<file path="src/rtl/seg7_pkg.sv">
// seg7_pkg: glyphs, blank/dash codes, converter states and double-dabble helper
package seg7_pkg;
  typedef enum logic [1:0] {IDLE, LOAD, SHIFT, DONE} state_t;
  localparam logic [6:0] BLANK = 7'b1111111;
  localparam logic [6:0] DASH  = 7'b0111111;
  localparam logic [6:0] G0 = 7'b1000000, G1 = 7'b1111001, G2 = 7'b0100100, G3 = 7'b0110000, G4 = 7'b0011001;
  localparam logic [6:0] G5 = 7'b0010010, G6 = 7'b0000010, G7 = 7'b1111000, G8 = 7'b0000000, G9 = 7'b0010000;
  function automatic logic [6:0] glyph(input logic [3:0] d);
    case (d)
      4'd0: return G0;
      4'd1: return G1;
      4'd2: return G2;
      4'd3: return G3;
      4'd4: return G4;
      4'd5: return G5;
      4'd6: return G6;
      4'd7: return G7;
      4'd8: return G8;
      4'd9: return G9;
      default: return BLANK;
    endcase
  endfunction
  function automatic logic [19:0] dd_adj(input logic [19:0] b);
    logic [19:0] r;
    for (int i = 0; i < 5; i++) r[4*i+:4] = b[4*i+:4] >= 4'd5 ? b[4*i+:4] + 4'd3 : b[4*i+:4];
    return r;
  endfunction
endpackage

</file>
<file path="src/rtl/bin2bcd_seq.sv">
// bin2bcd_seq: 16-bit binary to 5-digit BCD, one double-dabble step per SHIFT cycle
module bin2bcd_seq
  import seg7_pkg::*;
(
  input  logic        clk,
  input  logic        rst,
  input  logic        start,
  input  logic [15:0] bin,
  output logic        busy,
  output logic        done,
  output logic [19:0] bcd
);
  state_t state;
  logic [15:0] sr;
  logic [3:0] cnt;
  always_ff @(posedge clk or posedge rst)
    if (rst) begin
      state <= IDLE;
      sr <= '0;
      cnt <= '0;
      bcd <= '0;
      busy <= 1'b0;
      done <= 1'b0;
    end else
      case (state)
        IDLE: if (start) begin
          state <= LOAD;
          busy <= 1'b1;
        end
        LOAD: begin
          sr <= bin;
          bcd <= '0;
          cnt <= '0;
          state <= SHIFT;
        end
        SHIFT: begin
          {bcd, sr} <= {dd_adj(bcd), sr} << 1;
          cnt <= cnt + 4'd1;
          if (cnt == 4'd15) begin
            state <= DONE;
            busy <= 1'b0;
            done <= 1'b1;
          end
        end
        DONE: begin
          state <= IDLE;
          done <= 1'b0;
        end
      endcase
endmodule

</file>
<file path="src/rtl/seg7_result_display.sv">
// seg7_result_display: captures divider results, converts to BCD and scans a 4-digit display
module seg7_result_display
  import seg7_pkg::*;
#(
  parameter int SCAN_DIV = 50000,
  parameter bit LZB = 1'b1
) (
  input  logic        clk,
  input  logic        rst,
  input  logic        valid_in,
  input  logic [15:0] quotient,
  input  logic [15:0] remainder,
  input  logic        show_rem,
  output logic        busy,
  output logic        ovf,
  output logic [6:0]  seg,
  output logic [3:0]  an
);
  localparam int CW = SCAN_DIV > 1 ? $clog2(SCAN_DIV) : 1;
  logic [15:0] quo_h, rem_h;
  logic last_sr, pending, cdone, req, start;
  logic [19:0] bcd;
  logic [6:0] disp [4];
  logic [6:0] nxt [4];
  logic [CW-1:0] scnt;
  logic [1:0] idx;
  bin2bcd_seq u_conv (
    .clk(clk), .rst(rst), .start(start),
    .bin(last_sr ? rem_h : quo_h),
    .busy(busy), .done(cdone), .bcd(bcd)
  );
  always_comb begin
    req = valid_in | (show_rem != last_sr);
    start = !busy && !cdone && (req || pending);
    for (int k = 0; k < 4; k++)
      nxt[k] = |bcd[19:16] ? DASH :
               (LZB && k > 0 && (bcd[15:0] >> (4*k)) == 16'd0) ? BLANK : glyph(bcd[4*k+:4]);
  end
  always_ff @(posedge clk or posedge rst)
    if (rst) begin
      quo_h <= '0;
      rem_h <= '0;
      last_sr <= 1'b0;
      pending <= 1'b0;
      ovf <= 1'b0;
      for (int k = 0; k < 4; k++) disp[k] <= BLANK;
      scnt <= '0;
      idx <= '0;
      an <= 4'b1110;
      seg <= BLANK;
    end else begin
      if (valid_in) begin
        quo_h <= quotient;
        rem_h <= remainder;
      end
      if (start) last_sr <= show_rem;
      // operands are sampled in LOAD, so a request coinciding with start is already covered
      pending <= start ? 1'b0 : pending | req;
      if (cdone) begin
        ovf <= |bcd[19:16];
        for (int k = 0; k < 4; k++) disp[k] <= nxt[k];
      end
      scnt <= scnt == CW'(SCAN_DIV - 1) ? '0 : scnt + 1'b1;
      if (scnt == CW'(SCAN_DIV - 1)) idx <= idx + 2'd1;
      an <= ~(4'b0001 << idx);
      seg <= disp[idx];
    end
endmodule

</file>
<file path="config.mk">
export PLATFORM = sky130hd
export DESIGN_NAME = seg7_result_display
export DESIGN_NICKNAME = d
export VERILOG_FILES = /design/src/rtl/seg7_pkg.sv /design/src/rtl/bin2bcd_seq.sv /design/src/rtl/seg7_result_display.sv
export SDC_FILE = /design/constraint.sdc
export NUM_CORES = 1
export LEC_CHECK = 0
export CAP_MARGIN = 20
export CORE_MARGIN = 5
export CORE_UTILIZATION = 63
export DETAILED_ROUTE_END_ITERATION = 6
export GPL_TIMING_DRIVEN = 0
export HOLD_SLACK_MARGIN = 0.05
export PLACE_DENSITY = 0.85
export REMOVE_ABC_BUFFERS = 1
export SYNTH_ARGS = -nofsm -noshare
export SYNTH_HDL_FRONTEND = slang
export SYNTH_SLANG_ARGS = --single-unit
</file>
<file path="constraint.sdc">
create_clock -name clk -period 8.96 [get_ports clk]
set_input_delay 1.792 -clock clk [delete_from_list [all_inputs] [get_ports clk]]
set_output_delay 1.792 -clock clk [all_outputs]
set_load 0.02 [all_outputs]
</file>
# After elaboration in Yosys (flattened, before gate mapping)
# Memories as Yosys holds them, arrays and structs flattened.
# Index checks and enable logic that the tools add are counted.
# Widths: inputs -> output; s select.
[word_totals]
reg_bits = 136
romBits = 448
out_inout_bits = 13
wordCells = 95
mem_count = 4
[op_classes]
n_addsub = 8
magnitude_cmp = 6
eq_ne = 8
shift = 1
muxes = 29
bitwise_logic = 4
n_reduce_logical = 16
[memory_table]
columns = ["name", "words", "width", "rd", "rd_ports_with_merged_regs", "wr", "line_no", "rtl"]
rows = [
  ["(no name shown)", 16, 7, 1, 0, 0, "seg7_pkg.sv:9", "case (d)"],
  ["(no name shown)", 16, 7, 1, 0, 0, "seg7_pkg.sv:9", ""],
  ["(no name shown)", 16, 7, 1, 0, 0, "seg7_pkg.sv:9", ""],
  ["(no name shown)", 16, 7, 1, 0, 0, "seg7_pkg.sv:9", ""],
]
[ops]
columns = ["op", "n"]
rows = [
  ["$mux 7", 9],
  ["$logic_not 16->1", 3],
  ["$pmux 20 s2", 1],
  ["$mux 16", 2],
  ["$pmux 16 s2", 1],
  ["$ge 4x3->1 const B", 5],
  ["$add 16x1->16 const B", 1],
  ["$add 4x2->4 const B", 4],
  ["$eq 16x16->1 const B", 1],
  ["$mux 4", 4],
  ["$bmux 7 s2", 1],
  ["$pmux 2 s4", 1],
  ["$pmux 4 s2", 1],
  ["$reduce_bool 2->1", 3],
  ["$add 4x1->4 const B", 1],
  ["$eq 2x2->1 const B", 2],
  ["$eq 4x4->1 const B", 1],
  ["$mux 1", 4],
  ["$mux 2", 2],
  ["$not 4->4", 1],
  ["$pmux 1 s2", 2],
  ["$reduce_and 2->1", 2],
  ["$reduce_or 4->1", 1],
  ["$shl 1x2->4 const A", 1],
  ["15 further kinds", 18],
]

# Depth between registers and ports, before layout
[logic_depth]
ltp_word = 6
mapped_depth = 7

# Modules after synthesis
# Synthesis repeated with hierarchy kept, for this count alone.
[hier_totals]
hier_cells = 631
area_unflattened_um2 = 7093.1
[modules_own_cells]
columns = ["module", "instances", "cells_per_inst", "area_per_inst_um2", "seq_area_each_um2"]
rows = [
  ["seg7_result_display", 1, 391, 4647.0, 2349.8],
  ["bin2bcd_seq", 1, 240, 2446.1, 1101.1],
]

# Worst setup path before layout
# OpenSTA, ideal clock, no wires.
[synth_path]
kind = "input-to-reg"
startpoint = "input valid_in"
endpoint = "register quo_h[0]"
setup_ps = 125
arrival_time_ps = 2706
required_time_ps = 8835
setup_slack_ps = 6129
cell_stages = 3
path_buffers = 2
cell_sequence = "clkbuf_1 -> clkbuf_1 -> mux2_2"
[synth_rtl]
columns = ["element", "line_no", "rtl"]
rows = [
  ["start, declared", "seg7_result_display.sv:10", "input logic valid_in,"],
  ["end signal, assigned", "seg7_result_display.sv:53", "quo_h <= quotient;"],
  ["end, declared", "seg7_result_display.sv:20", "logic [15:0] quo_h, rem_h;"],
]
# No word-level cell between the ends.

# Final worst setup path
[layout_path]
startpoint = "register seg[2]"
endpoint = "output seg[2]"
[layout_rtl]
columns = ["element", "line_no", "rtl"]
rows = [
  ["start, declared", "seg7_result_display.sv:16", "output logic [6:0] seg,"],
  ["start signal, assigned", "seg7_result_display.sv:66", "seg <= disp[idx];"],
]
# No word-level cell between the ends.

==> metrics.yaml <==
run_status: "finished, final reports clean"
cp-endpoint: "seg[2]"
min_period_ns: 3.43
syn_area_per_cell_sq_um: 11.3
port_buffers: 48
postCtsSetupBuffers: 0
die_x_microns: 113
vias_per_cell: 5.99
place.gp.congestion: 0.846
worst_slew_pin_slew_ns: 1.04
power_leakage_uw: 0.00336
cpLargestDelayFamily: "buffers and inverters"
cts_tree: "yes"
synthFlopType: "dfrtp_1"
grt.busiest_layer: "met2"
wl_per_cell_microns: 17.6
crit_buf_inv: 1
crit_start: "seg[2]"
ios: 49
start_kind: "flip-flop"
cts_hold_buf: 0
p_sw_share_pct: 31.7
overflow: 0
post_cts_resized: 0
r2r-end: "u_conv.bcd[7]"
ff2ff_setup_slack_ns: 6.43
worstPathCellList: "clkdlybuf4s50_1"
p_switching_uw: 621
drv_slew: 0
synth_seq_cells: 136
firstDrtPassIters: 6
max_stage_delay_ns: 0.59
die_y_microns: 113
path_clk_slew_ns: 0.06
p_total_uw: 1960
seq_area_frac_synth_pct: 51.2
combPwrFrac_pct: 28.1
yosys_warnings: 0
skew_ns: 0.0199
met1_usage_pct: 29.7
worstPathRequired_ns: 7.17
dp_hpwl_mm: 9.18
regToRegStartpoint: "u_conv.state[0]"
area_growth_pct: 17.2
cts_buffer_depth: 2
place_inst: 755
hold_ws_ns: 0.471
met2_usage_pct: 38.1
die_area_sq_um: 12900
pwr-share-seq_pct: 40.1
arrival_ns: 1.64
max-vdd-ir-drop_v: 0.000191
max_freq_mhz: 291
rows: 37
path_class: "flip-flop to output port"
htree_levels: 4
synth_cell_types: 49
drive_gt1_share_pct: 19.9
critPathCaptureType: "output port"
clkPwrFrac_pct: 31.8
fill_cells: 673
synth_area_sq_um: 6740
setup_tns_ns: 0
cts.sinks: 136
drc: 0
grt_first_pass_wirelength_mm: 23.9
final_nets: 707
cts-root-buf: "clkbuf_8"
grt_max_degree: 103
grt_usage_pct: 23.3
crit_fanout: 1
finalCritPeriodShare_pct: 38.3
synth-edff-count: 0
wl_mm: 13.9
cp_num_cells: 1
cts_buffers: 17
core_sq_um: 10400
slowest_stage: "clkdlybuf4s50_1"
setup_violations: 0
grt_pass1_vias: 4940
synth_cells: 599
dr_total_vias: 4729
antenna_left: 0
antenna-diode-count: 0
synthArstFlopShare_pct: 100
final_core_util_pct: 76.2
min_path_type: "flip-flop to flip-flop"
start_util_pct: 65.0
drt_iter0_drc: 394
clock_latency_ns: 0.54
max_cap_violations: 0
reg2reg_depth: 4
antenna_found_initial: 0
final_cells: 789
power.internal_uw: 1340
hold_viol_final: 0
slew_headroom_pct: 30.6
p_per_area_nw_per_um2: 248
use_met3_pct: 5.41
rsz0062_at_grt: "false"
[kinds of logic after synthesis]
family          synth area share, %
compound gates                 12.3
mux                            14.4
flops                          51.2
xor+xnor                       2.73
fa+ha+maj                      5.75
simple gates                   9.80
buf+inv                        3.88
[power groups by stage]
stage	Sequential (uW)	Combinational, uW	Clock (uW)
after floorplan	775	365	0
after global placement	785	483	0
after detailed placement	793	536	0
after CTS	784	542	631
after global routing	797	603	660
final	785	550	623
[flip-flops by register name (all words and copies together) (netlist names), 2 cells and up]
signal,count
u_conv.state,2
an,4
u_conv.cnt,4
scnt,16
quo_h,16
disp,28
seg,7
idx,2
u_conv.sr,16
u_conv.bcd,20
rem_h,16
[synthesized netlist by cell type, drive strengths merged (11+ instances only)]
library cell / instances / share of area [%]
nor2: 43 / 2.4
mux2i: 25 / 3.7
inv: 35 / 1.9
nand3: 11 / 0.82
xnor2: 12 / 1.6
dfstp: 38 / 15
ha: 31 / 5.8
clkbuf: 22 / 1.2
a21oi: 26 / 1.9
o22a: 16 / 2.1
nand2: 32 / 1.8
o21ai: 39 / 2.9
o22ai: 17 / 1.6
mux2: 50 / 8.4
nor3: 11 / 0.89
dfrtp: 98 / 36
[layout make-up]
cell class	count	area (sq um)	area share [%]
sequential	136	3450	43.7
multi-input combinational	396	3030	38.3
timing repair buffer	53	589	7.46
clock buffer	23	447	5.65
tap	136	170	2.15
inverter	36	140	1.77
clock inverter	9	76.3	0.966
[cells in the final DEF, fill, tap and decap left out, types with 9 or more instances in the layout]
| cell type | synthesis | final |
|---|---|---|
| a21oi_1 | 26 | 26 |
| mux2i_1 | 25 | 25 |
| dfstp_2 | 38 | 38 |
| xnor2_1 | 12 | 12 |
| mux2_2 | 50 | 50 |
| nand3_1 | 11 | 11 |
| o22a_1 | 16 | 16 |
| inv_1 | 35 | 34 |
| nor3_1 | 10 | 10 |
| xor2_1 | 9 | 9 |
| o22ai_1 | 17 | 17 |
| clkbuf_16 | 0 | 16 |
| dfrtp_1 | 98 | 98 |
| nor2_1 | 43 | 43 |
| clkdlybuf4s50_1 | 0 | 48 |
| ha_1 | 31 | 31 |
| nand2_1 | 32 | 32 |
| o21ai_0 | 37 | 37 |
[metrics by stage]
| stage | area [sq um] | worst slack, ns |
|---|---|---|
| CTS | 7880 | 5.51 |
| global route | 7900 | 5.50 |
| global placement | 7270 | 1.99 |
| detailed placement | 7350 | 5.39 |
| finish | 7900 | 5.53 |
| floorplan | 6620 | 3.59 |
[routing by layer]
metal	vias up	routed length [microns]	share of wire [%]
li1	2216	-	-
met1	2338	5850	42
met2	141	6910	50
met3	34	681	4.9
met4	0	430	3.1
met5	-	0	0
[worst min-delay path by stage]
stage,from,end,slack (ns),cells past startpoint
2_1_floorplan,disp[27],disp[27],0.45,2
3_3_place_gp,disp[27],disp[27],0.46,2
3_5_place_dp,scnt[15],scnt[15],0.47,1
4_1_cts,scnt[15],scnt[15],0.48,1
5_1_grt,u_conv.sr[0],u_conv.sr[0],0.51,2
6_report,scnt[15],scnt[15],0.47,1
(Power assumes the default switching activity.)
